$ cat src/rtl/pwm_pkg.sv
// pwm_pkg: shared types and default sizing for the multi-channel PWM block.
//   pwm_mode_e        edge- or center-aligned counting
//   PWM_WIDTH_DEF     default counter/duty resolution in bits
//   PWM_CHANNELS_DEF  default number of PWM outputs
package pwm_pkg;

  typedef enum logic {
    PWM_EDGE   = 1'b0,
    PWM_CENTER = 1'b1
  } pwm_mode_e;

  localparam int PWM_WIDTH_DEF    = 10;
  localparam int PWM_CHANNELS_DEF = 2;

endpackage

$ cat src/rtl/pwm_multi_if.sv
// pwm_multi_if: control/status bundle between the motor-control loop and pwm_multi.
//   en           run enable (low holds counter, forces outputs low)
//   duty         packed duty values, channel i at [i*WIDTH +: WIDTH]
//   duty_wr      one-cycle strobe capturing duty into the shadow registers
//   mode         0 edge-aligned, 1 center-aligned (only with PWM_CENTER_ALIGN_EN)
//   PWM_sig      registered PWM outputs
//   period_tick  high during the last cycle of each period
//   upd_pending  shadow written but not yet transferred to active
// Modports: master = duty writer, slave = pwm_multi.
interface pwm_multi_if #(
  parameter int WIDTH    = 10,
  parameter int CHANNELS = 2
);
  logic                      en;
  logic [CHANNELS*WIDTH-1:0] duty;
  logic                      duty_wr;
`ifdef PWM_CENTER_ALIGN_EN
  logic                      mode;
`endif
  logic [CHANNELS-1:0]       PWM_sig;
  logic                      period_tick;
  logic                      upd_pending;

  modport master (
    output en, duty, duty_wr,
`ifdef PWM_CENTER_ALIGN_EN
    output mode,
`endif
    input  PWM_sig, period_tick, upd_pending
  );

  modport slave (
    input  en, duty, duty_wr,
`ifdef PWM_CENTER_ALIGN_EN
    input  mode,
`endif
    output PWM_sig, period_tick, upd_pending
  );
endinterface

$ cat src/rtl/pwm_chan.sv
// pwm_chan: one PWM channel with double-buffered duty.
//   clk, rst   clock and synchronous active-high reset
//   en         run enable; low forces the output low and loads active from shadow
//   terminal   last cycle of the current period (from the shared counter)
//   cnt        shared counter value
//   duty       this channel's duty slice
//   duty_wr    capture strobe for duty
//   pwm        registered output, high while cnt < active
module pwm_chan #(
  parameter int WIDTH = 10
) (
  input  logic             clk,
  input  logic             rst,
  input  logic             en,
  input  logic             terminal,
  input  logic [WIDTH-1:0] cnt,
  input  logic [WIDTH-1:0] duty,
  input  logic             duty_wr,
  output logic             pwm
);

  logic [WIDTH-1:0] shadow;
  logic [WIDTH-1:0] active;

  always_ff @(posedge clk) begin
    if (rst) begin
      shadow <= '0;
      active <= '0;
      pwm    <= 1'b0;
    end else begin
      if (duty_wr) shadow <= duty;
      if (!en) begin
        active <= shadow;
        pwm    <= 1'b0;
      end else begin
        // A write landing in the terminal cycle goes straight to active so
        // it governs the very next period instead of waiting a full one.
        if (terminal) active <= duty_wr ? duty : shadow;
        pwm <= (cnt < active);
      end
    end
  end

endmodule

$ cat src/rtl/pwm_multi.sv
// pwm_multi: CHANNELS PWM outputs driven from one shared counter.
// Optional feature macro: PWM_CENTER_ALIGN_EN adds the mode input and
// center-aligned (up/down) counting; without it only edge-aligned runs.
//   clk   system clock, rising edge
//   rst   synchronous active-high reset
//   bus   pwm_multi_if.slave (en, duty, duty_wr, [mode], PWM_sig,
//         period_tick, upd_pending)
module pwm_multi
  import pwm_pkg::*;
#(
  parameter int WIDTH    = PWM_WIDTH_DEF,
  parameter int CHANNELS = PWM_CHANNELS_DEF
) (
  input  logic       clk,
  input  logic       rst,
  pwm_multi_if.slave bus
);

  localparam logic [WIDTH-1:0] CNT_MAX = '1;
  localparam logic [WIDTH-1:0] CNT_ONE = WIDTH'(1);

  logic [WIDTH-1:0]    cnt;
  logic                terminal;
  logic                upd_pending;
  logic [CHANNELS-1:0] pwm_q;

`ifdef PWM_CENTER_ALIGN_EN
  logic      dir_down;
  pwm_mode_e mode_act;

  assign terminal = (mode_act == PWM_CENTER) ? (dir_down && cnt == CNT_ONE)
                                             : (cnt == CNT_MAX);

  always_ff @(posedge clk) begin
    if (rst) begin
      cnt         <= '0;
      dir_down    <= 1'b0;
      mode_act    <= PWM_EDGE;
      upd_pending <= 1'b0;
    end else if (!bus.en) begin
      cnt         <= '0;
      dir_down    <= 1'b0;
      mode_act    <= pwm_mode_e'(bus.mode);
      upd_pending <= 1'b0;
    end else if (terminal) begin
      // Both modes restart at cnt=0 counting up, so a mode switch here is clean.
      cnt         <= '0;
      dir_down    <= 1'b0;
      mode_act    <= pwm_mode_e'(bus.mode);
      upd_pending <= 1'b0;
    end else begin
      if (bus.duty_wr) upd_pending <= 1'b1;
      if (mode_act == PWM_CENTER && !dir_down && cnt == CNT_MAX) begin
        dir_down <= 1'b1;
        cnt      <= cnt - 1'b1;
      end else if (dir_down) begin
        cnt <= cnt - 1'b1;
      end else begin
        cnt <= cnt + 1'b1;
      end
    end
  end
`else
  assign terminal = (cnt == CNT_MAX);

  always_ff @(posedge clk) begin
    if (rst) begin
      cnt         <= '0;
      upd_pending <= 1'b0;
    end else if (!bus.en) begin
      cnt         <= '0;
      upd_pending <= 1'b0;
    end else if (terminal) begin
      cnt         <= '0;
      upd_pending <= 1'b0;
    end else begin
      if (bus.duty_wr) upd_pending <= 1'b1;
      cnt <= cnt + 1'b1;
    end
  end
`endif

  for (genvar i = 0; i < CHANNELS; i++) begin : g_chan
    pwm_chan #(.WIDTH(WIDTH)) u_chan (
      .clk      (clk),
      .rst      (rst),
      .en       (bus.en),
      .terminal (terminal),
      .cnt      (cnt),
      .duty     (bus.duty[i*WIDTH +: WIDTH]),
      .duty_wr  (bus.duty_wr),
      .pwm      (pwm_q[i])
    );
  end

  assign bus.PWM_sig     = pwm_q;
  assign bus.period_tick = terminal && bus.en;
  assign bus.upd_pending = upd_pending;

endmodule

$ cat src/flat_wrapper.sv
// flat-port wrapper written by rule: the top's interface ports become plain ports
module pwm_multi_flat import pwm_pkg::*;
#(
  parameter int WIDTH    = PWM_WIDTH_DEF,
  parameter int CHANNELS = PWM_CHANNELS_DEF
)
  (clk, rst, bus_en, bus_duty, bus_duty_wr, bus_PWM_sig, bus_period_tick, bus_upd_pending);
  pwm_multi_if #(.WIDTH(WIDTH), .CHANNELS(CHANNELS)) bus_i ();
  input  logic clk;
  input  logic rst;
  input wire logic [$bits(bus_i.en)-1:0] bus_en;
  input wire logic [$bits(bus_i.duty)-1:0] bus_duty;
  input wire logic [$bits(bus_i.duty_wr)-1:0] bus_duty_wr;
  output wire logic [$bits(bus_i.PWM_sig)-1:0] bus_PWM_sig;
  output wire logic [$bits(bus_i.period_tick)-1:0] bus_period_tick;
  output wire logic [$bits(bus_i.upd_pending)-1:0] bus_upd_pending;
  assign bus_i.en = bus_en;
  assign bus_i.duty = bus_duty;
  assign bus_i.duty_wr = bus_duty_wr;
  assign bus_PWM_sig = bus_i.PWM_sig;
  assign bus_period_tick = bus_i.period_tick;
  assign bus_upd_pending = bus_i.upd_pending;
  pwm_multi #(.WIDTH(WIDTH), .CHANNELS(CHANNELS)) u_core (.clk(clk), .rst(rst), .bus(bus_i));
endmodule
$ cat config.mk
export PLATFORM = sky130hd
export DESIGN_NAME = pwm_multi_flat
export DESIGN_NICKNAME = d
export VERILOG_FILES = /design/src/rtl/pwm_pkg.sv /design/src/rtl/pwm_multi_if.sv /design/src/rtl/pwm_chan.sv /design/src/rtl/pwm_multi.sv /design/src/flat_wrapper.sv
export SDC_FILE = /design/constraint.sdc
export NUM_CORES = 1
export LEC_CHECK = 0
export ABC_CLOCK_PERIOD_IN_PS = 2300
export CORE_UTILIZATION = 55
export DETAILED_ROUTE_END_ITERATION = 8
export PLACE_DENSITY = 0.84
export SLEW_MARGIN = 20
export SYNTH_ARGS = -nofsm -noshare
export SYNTH_HDL_FRONTEND = slang
export SYNTH_SLANG_ARGS = --single-unit
$ cat constraint.sdc
create_clock -name clk -period 2.3 [get_ports clk]
set_input_delay 0.575 -clock clk [delete_from_list [all_inputs] [get_ports clk]]
set_output_delay 0.575 -clock clk [all_outputs]
set_load 0.01 [all_outputs]
==> results of run 1 <==
layer usage:
layer,share of wire,routed length (um),track usage,up-vias
li1,-,-,-,985
met1,0.46,2440,0.314,909
met2,0.48,2530,0.382,56
met3,0.043,230,0.0407,13
met4,0.023,125,0.129,0
met5,0,0,0,-
final cells by class:
type / count / area share
Clock inverter: 2 / 0.00463
Sequential cell: 53 / 0.358
Tap cell: 52 / 0.0219
Timing Repair Buffer: 44 / 0.133
Clock buffer: 6 / 0.0278
Inverter: 18 / 0.0227
Multi-Input combinational cell: 171 / 0.431
path summary, 6_finish.rpt:
| kind | end | startpoint | slack (ns) | cells after the start |
|---|---|---|---|---|
| max | u_core.g_chan[0].u_chan.active[5] | u_core.cnt[0] | 0.13 | 6 |
| min reg2reg | u_core.cnt[0] | u_core.cnt[0] | 0.47 | 1 |
| max reg2reg | u_core.g_chan[0].u_chan.active[5] | u_core.cnt[0] | 0.13 | 6 |
| min | u_core.cnt[0] | u_core.cnt[0] | 0.47 | 1 |
power groups by stage:
stage	Clock, W	Sequential (W)	Combinational [W]
2_1_floorplan	0	0.000989	0.000113
3_3_place_gp	0	0.000992	0.000176
3_5_place_dp	0	0.000994	0.000181
4_1_cts	0.000552	0.000972	0.000183
5_1_grt	0.000600	0.000977	0.000202
6_report	0.000545	0.000973	0.000183
worst max-delay path, delay by kind of cell, from the launching register on:
family,cells,cell delay (ns)
AOI/OAI and AO/OA,2,1.11
DFF,1,0.38
adders and majority gates,1,0.21
and+or+nand+nor,2,0.18
buffers and inverters,1,0.17
synthesized netlist by cell type (all sizes together) (3+ instances only):
| cell type | n | area [um^2] |
|---|---|---|
| a21o | 4 | 30.0 |
| a21oi | 9 | 45.0 |
| a221o | 18 | 180 |
| and3 | 4 | 26.3 |
| buf | 12 | 111 |
| dfxtp | 53 | 1060 |
| ha | 19 | 238 |
| inv | 18 | 67.6 |
| mux2i | 20 | 200 |
| nand2 | 6 | 22.5 |
| nand2b | 3 | 18.8 |
| nand3 | 5 | 37.5 |
| nand4 | 4 | 40.0 |
| nor2 | 45 | 169 |
| nor3 | 3 | 20.0 |
| o21ai | 4 | 20.0 |
| or3 | 6 | 43.8 |
| xnor2 | 3 | 26.3 |
through the flow:
| step | util | worst slack, ns | hold WS (ns) | setup TNS, ns | instance area [um^2] |
|---|---|---|---|---|---|
| 2_1_floorplan | - | 0.548 | 0.432 | 0 | 2520 |
| 3_3_place_gp | 0.654 | 0.0339 | 0.455 | 0 | 2870 |
| 3_5_place_dp | 0.654 | -0.0317 | 0.466 | -0.0586 | 2870 |
| 4_1_cts | 0.679 | 0.0894 | 0.468 | 0 | 2980 |
| 5_1_grt | 0.679 | -0.00339 | 0.481 | -0.00707 | 2980 |
| 6_report | 0.679 | 0.130 | 0.467 | 0 | 2980 |
repair_timing:
item / in CTS / in global routing
hold buffers: 0 / 0
gates resized for setup: 6 / 0
pin swaps: 1 / 1
endpoints found under the hold margin: 0 / 0
endpoints found under the setup margin: 1 / 8
setup buffers: 0 / 0
registers in the layout, indices dropped and copies added, names as in the netlist:
register                     count
u_core.g_chan.u_chan.shadow     20
u_core.g_chan.u_chan.pwm         2
u_core.cnt                      10
u_core.g_chan.u_chan.active     20
u_core.bus.upd_pending           1
cells by family after synthesis:
family | Yosys count | synth area share
adders and majority gates | 19 | 0.0942
and+or+nand+nor | 83 | 0.171
AOI/OAI and AO/OA | 44 | 0.144
buffers and inverters | 32 | 0.0739
xor gates and xnor gates | 5 | 0.0174
muxes | 20 | 0.0794
DFF | 53 | 0.421
==> flow_metrics.tcl, run 1 <==
set metrics [dict create \
    initial_core_util 0.575 \
    grt_max_degree 24 \
    sequentialPowerShare 0.572 \
    die_h_um 69.7 \
    combinationalPowerShare 0.108 \
    hold_viol 0 \
    synth_ff_type "dfxtp_1" \
    worstPathCellList "ha_2 > nand4_4 > buf_4 > o31ai_4 > nor2_1 > a221o_1" \
    gp_congestion 0.840 \
    slowest_delay_ns 0.79 \
    clock.fmax_mhz 461 \
    die_x_um 69.7 \
    pwr-share-clk 0.320 \
    final_max_slew_viol_count 0 \
    crit_path_top_delay_cell "o31ai_4" \
    synth_nets 299 \
    vias_per_cell 5.67 \
    fin_skew_ns 0.0108 \
    power_density_nw_per_um2 571 \
    syn_inst 256 \
    cts_tree "yes" \
    criticalPathCategory "reg2reg" \
    rows 24 \
    place_inst 338 \
    drtIter0Drc 156 \
    post_drt_wl_per_cell_um 15.4 \
    diodes 0 \
    status "finished clean" \
    start_kind "flop" \
    setup_viol 0 \
    final_cells 346 \
    synth_seq_cells 53 \
    critPathRequiredTime_ns 2.50 \
    antenna_found_initial 0 \
    syn_to_final_growth_pct 18.0 \
    seq_area_frac_synth 0.421 \
    rsz0062_at_grt "true" \
    seq_area_um2 1070 \
    p_total_w 0.00170 \
    crit_arrival_ns 2.37 \
    hpwlAfterDp_um 3790 \
    vdd_drop_max_mv 0.335 \
    grt_usage 0.241 \
    drt-total-wl_um 5330 \
    syn-cell-area_um2 2520 \
    grt_pass1_wl_um 9160 \
    ios 28 \
    p_switching_w 0.000403 \
    cts_max_level 2 \
    avgSynthCellArea_um2 9.85 \
    tightest_slew_ns 0.988 \
    maxCapViolations 0 \
    core-area_um2 4380 \
    ys_types 42 \
    clk_pin_slew_ns 0.10 \
    fin_crit_sh 0.943 \
    crit_fanout 23 \
    drc 0 \
    final_nets 336 \
    leakagePower_nw 1.27 \
    clockRootBuffer "clkbuf_8" \
    drive_above_1_share 0.126 \
    worstHoldPathType "reg2reg" \
    async_flop_share 0 \
    ant_nets 0 \
    yosys_warnings 0 \
    cts_buffers 5 \
    clockBufferDepth 2 \
    endpoint_kind "flop" \
    swShare 0.237 \
    fillers 347 \
    min_period_ns 2.17 \
    cts_sinks 53 \
    drt_pass1_iterations 4 \
    dieArea_um2 4860 \
    multi_input_area_um2 1280 \
    portBuffers 27 \
    mostFrequentLayoutCell "dfxtp_1" \
    overflow 0 \
    synth_edf_count 0 \
    grt_pass1_vias 1951 \
    final_cell_mix "51 x dfxtp_1, 45 x nor2_1, 26 x clkdlybuf4s50_1" \
    clk_latency_ns 0.31 \
    p_int_w 0.00130 \
    relSlewSlack 0.341 \
    vias 1963 \
]
No activity file was read; power rests on OpenSTA's default activity.
==> run 2, diff against run 1 <==
--- a/config.mk
+++ b/config.mk
@@ -13,3 +13,4 @@
 export SYNTH_ARGS = -nofsm -noshare
 export SYNTH_HDL_FRONTEND = slang
 export SYNTH_SLANG_ARGS = --single-unit
+export TNS_END_PERCENT = 10
==> results of run 2 <==
Final layout, timing and power as in run 1 (identical DEF).
==> run 3, diff against run 2 <==
--- a/config.mk
+++ b/config.mk
@@ -8,9 +8,12 @@
 export ABC_CLOCK_PERIOD_IN_PS = 2300
 export CORE_UTILIZATION = 55
 export DETAILED_ROUTE_END_ITERATION = 8
+export MAX_ROUTING_LAYER = met4
 export PLACE_DENSITY = 0.84
+export SKIP_LAST_GASP = 1
 export SLEW_MARGIN = 20
 export SYNTH_ARGS = -nofsm -noshare
 export SYNTH_HDL_FRONTEND = slang
+export SYNTH_HIERARCHICAL = 1
 export SYNTH_SLANG_ARGS = --single-unit
 export TNS_END_PERCENT = 10
==> flow_metrics.tcl, run 3 <==
set metrics [dict create \
    cts_buffers 5 \
    swShare 0.240 \
    crit_fanout 6 \
    rows 25 \
    avgSynthCellArea_um2 9.11 \
    sequentialPowerShare 0.578 \
    synth_compound_gate_area_share 0.149 \
    hold_viol 0 \
    synth_seq_cells 53 \
    yosys.area_share.simple 0.203 \
    p_int_w 0.00129 \
    start_kind "flop" \
    clockRootBuffer "clkbuf_8" \
    maxCapViolations 0 \
    seq_area_frac_synth 0.391 \
    criticalPathCategory "reg2out" \
    dpl-instance-area_um2 3090 \
    worstHoldPathType "reg2reg" \
    syn-cell-area_um2 2710 \
    clockBufferDepth 2 \
    syn_inst 298 \
    ant_nets 0 \
    final_cell_mix "53 x dfxtp_1, 28 x inv_1, 26 x clkdlybuf4s50_1" \
    async_flop_share 0 \
    grt_pass1_wl_um 9490 \
    setup_tns_ns 0 \
    tightest_slew_ns 0.469 \
    overflow 0 \
    final_cells 402 \
    antenna_found_initial 0 \
    synth_commonest_cells "53 x dfxtp_1, 28 x inv_1, 25 x nand2_1, 20 x mux2i_1, 20 x nor2_1" \
    drt-total-wl_um 5390 \
    worstHoldPathCells 2 \
    clk_pin_slew_ns 0.08 \
    place_inst 394 \
    cts_max_level 2 \
    cts_sinks 53 \
    hpwlAfterDp_um 3790 \
    reg2reg_slack_ns 0.35 \
    fin_skew_ns 0.00468 \
    relSlewSlack 0.686 \
    synth_fa_ha_area_frac 0.0876 \
    vias 2241 \
    synth_xor_xnor_area_share 0.00968 \
    yosys.area.top_type_share 0.391 \
    yosys.area.top_type "dfxtp_1" \
    final_max_slew_viol_count 0 \
    core-area_um2 4720 \
    rsz0062_at_grt "false" \
    drive_above_1_share 0.110 \
    synth_edf_count 0 \
    syn_to_final_growth_pct 17.3 \
    yosysMostFrequentCell "dfxtp_1" \
    leakagePower_nw 1.30 \
    die_x_um 72.2 \
    holdWs_ns 0.475 \
    initial_core_util 0.575 \
    synth_ff_type "dfxtp_1" \
    clk_latency_ns 0.30 \
    portBuffers 27 \
    crit_start "u_core/cnt[0]" \
    cts_tree "yes" \
    dieArea_um2 5220 \
    fin_area_um2 3180 \
    worstSetupEndpoint "bus_period_tick" \
    grt_usage 0.238 \
    synthMuxAreaShare 0.0738 \
    vias_per_cell 5.57 \
    pwr-share-clk 0.288 \
    fillers 388 \
    critPathRequiredTime_ns 1.73 \
    synth_top_family_by_area "simple AND/OR/NAND/NOR gates" \
    synth.area.top_cells "dfxtp_1 39%, ha_1 8.8%, mux2i_1 7.4%" \
    power_density_nw_per_um2 535 \
    ios 28 \
    yosys_warnings 6 \
    die_h_um 72.2 \
    setup_viol 0 \
    min_period_ns 2.18 \
    gp_congestion 0.878 \
    status "finished clean" \
    mostFrequentLayoutCell "dfxtp_1" \
    final_nets 377 \
    r2r_start "u_core/cnt[0]" \
    r2r_end "u_core/g_chan[1].u_chan/active[0]" \
    clock.fmax_mhz 459 \
    crit_arrival_ns 1.60 \
    p_switching_w 0.000408 \
    combinationalPowerShare 0.134 \
    grt_max_degree 38 \
    reg2regPathDepth 7 \
    drc 0 \
    drtIter0Drc 148 \
    largestRegisters "u_core/g_chan.u_chan/active (20), u_core/g_chan.u_chan/shadow (20), u_core/cnt (10)" \
    ys_types 41 \
    fin_crit_sh 0.946 \
    post_drt_wl_per_cell_um 13.4 \
    diodes 0 \
    synth_nets 341 \
    vdd_drop_max_mv 0.391 \
    endpoint_kind "output pin" \
    drt_pass1_iterations 4 \
    grt_pass1_vias 2218 \
    final_util 0.674 \
]
## run 3: cell types whose count changed in the layout (fill, tap and decap cells not counted), sizes merged, moves of 6 or more
cell	before	now
inv	18	28
o21ai	4	15
nor2	45	28
a221oi	0	6
a32oi	0	10
nand3	5	16
nand2	6	26
nand3b	0	6
a221o	18	0
## run 3: how the worst min path moves through the flow
stage                                      start                                end  slack (ns)
4_1_cts        u_core/g_chan[1].u_chan/shadow[7]  u_core/g_chan[1].u_chan/active[7]        0.48
3_3_place_gp   u_core/g_chan[1].u_chan/shadow[0]  u_core/g_chan[1].u_chan/active[0]        0.45
2_1_floorplan  u_core/g_chan[0].u_chan/shadow[0]  u_core/g_chan[0].u_chan/active[0]        0.43
6_report       u_core/g_chan[1].u_chan/shadow[5]  u_core/g_chan[1].u_chan/active[5]        0.47
3_5_place_dp   u_core/g_chan[1].u_chan/shadow[8]  u_core/g_chan[1].u_chan/active[8]        0.46
5_1_grt        u_core/g_chan[0].u_chan/shadow[7]  u_core/g_chan[0].u_chan/active[7]        0.49
## run 3: metrics by stage
step           setup slack [ns]  total power [W]
6_report                  0.124          0.00170
5_1_grt                  0.0175          0.00178
4_1_cts                  0.0921          0.00172
3_5_place_dp             0.0273          0.00123
3_3_place_gp             0.0141          0.00122
2_1_floorplan             0.153          0.00115
## run 3: cell families after synthesis
| logic type | count (synthesis) |
|---|---|
| adders and majority gates | 19 |
| muxes | 20 |
| xor gates and xnor gates | 3 |
| and+or+nand+nor | 102 |
| AOI/OAI and AO/OA | 58 |
| DFF | 53 |
| buffers and inverters | 43 |
## run 3: power groups by stage
stage,clock [W],sequential [W],combinational (W)
after detailed placement,0,0.00100,0.000227
after CTS,0.000508,0.000983,0.000229
final,0.000490,0.000983,0.000229
after global routing,0.000538,0.000989,0.000255
after global placement,0,0.00100,0.000220
after floorplan,0,0.00100,0.000149
## run 3: repair_timing
item	4_1_cts	5_1_grt
hold buffers	0	0
resized for setup	2	1
setup endpoints to repair	1	1
gates cloned	0	0
setup buffers	0	0
## run 3: layout make-up
class                   count  area (um^2)  area share
multi-input cells         202         1430       0.450
flip-flops and latches     53         1060       0.333
repair buffers             44          422       0.132
inverters                  28          105      0.0330
well taps                  67         83.8      0.0263
clock buffers               8         80.1      0.0252
## run 3: worst max-delay path: stages (launching register included)
cell           delay (ns)
dfxtp_1              0.39
ha_4                 0.17
nand2_4              0.08
nor4_4               0.26
and2_1               0.15
dlygate4sd2_1        0.26
## run 3: per-layer routing
layer / global-route usage / part of all wire / vias up
met5: - / 0 / -
met4: 0.0893 / 0.016 / 0
met3: 0.0556 / 0.047 / 9
met2: 0.379 / 0.48 / 57
met1: 0.295 / 0.46 / 1043
li1: - / - / 1132
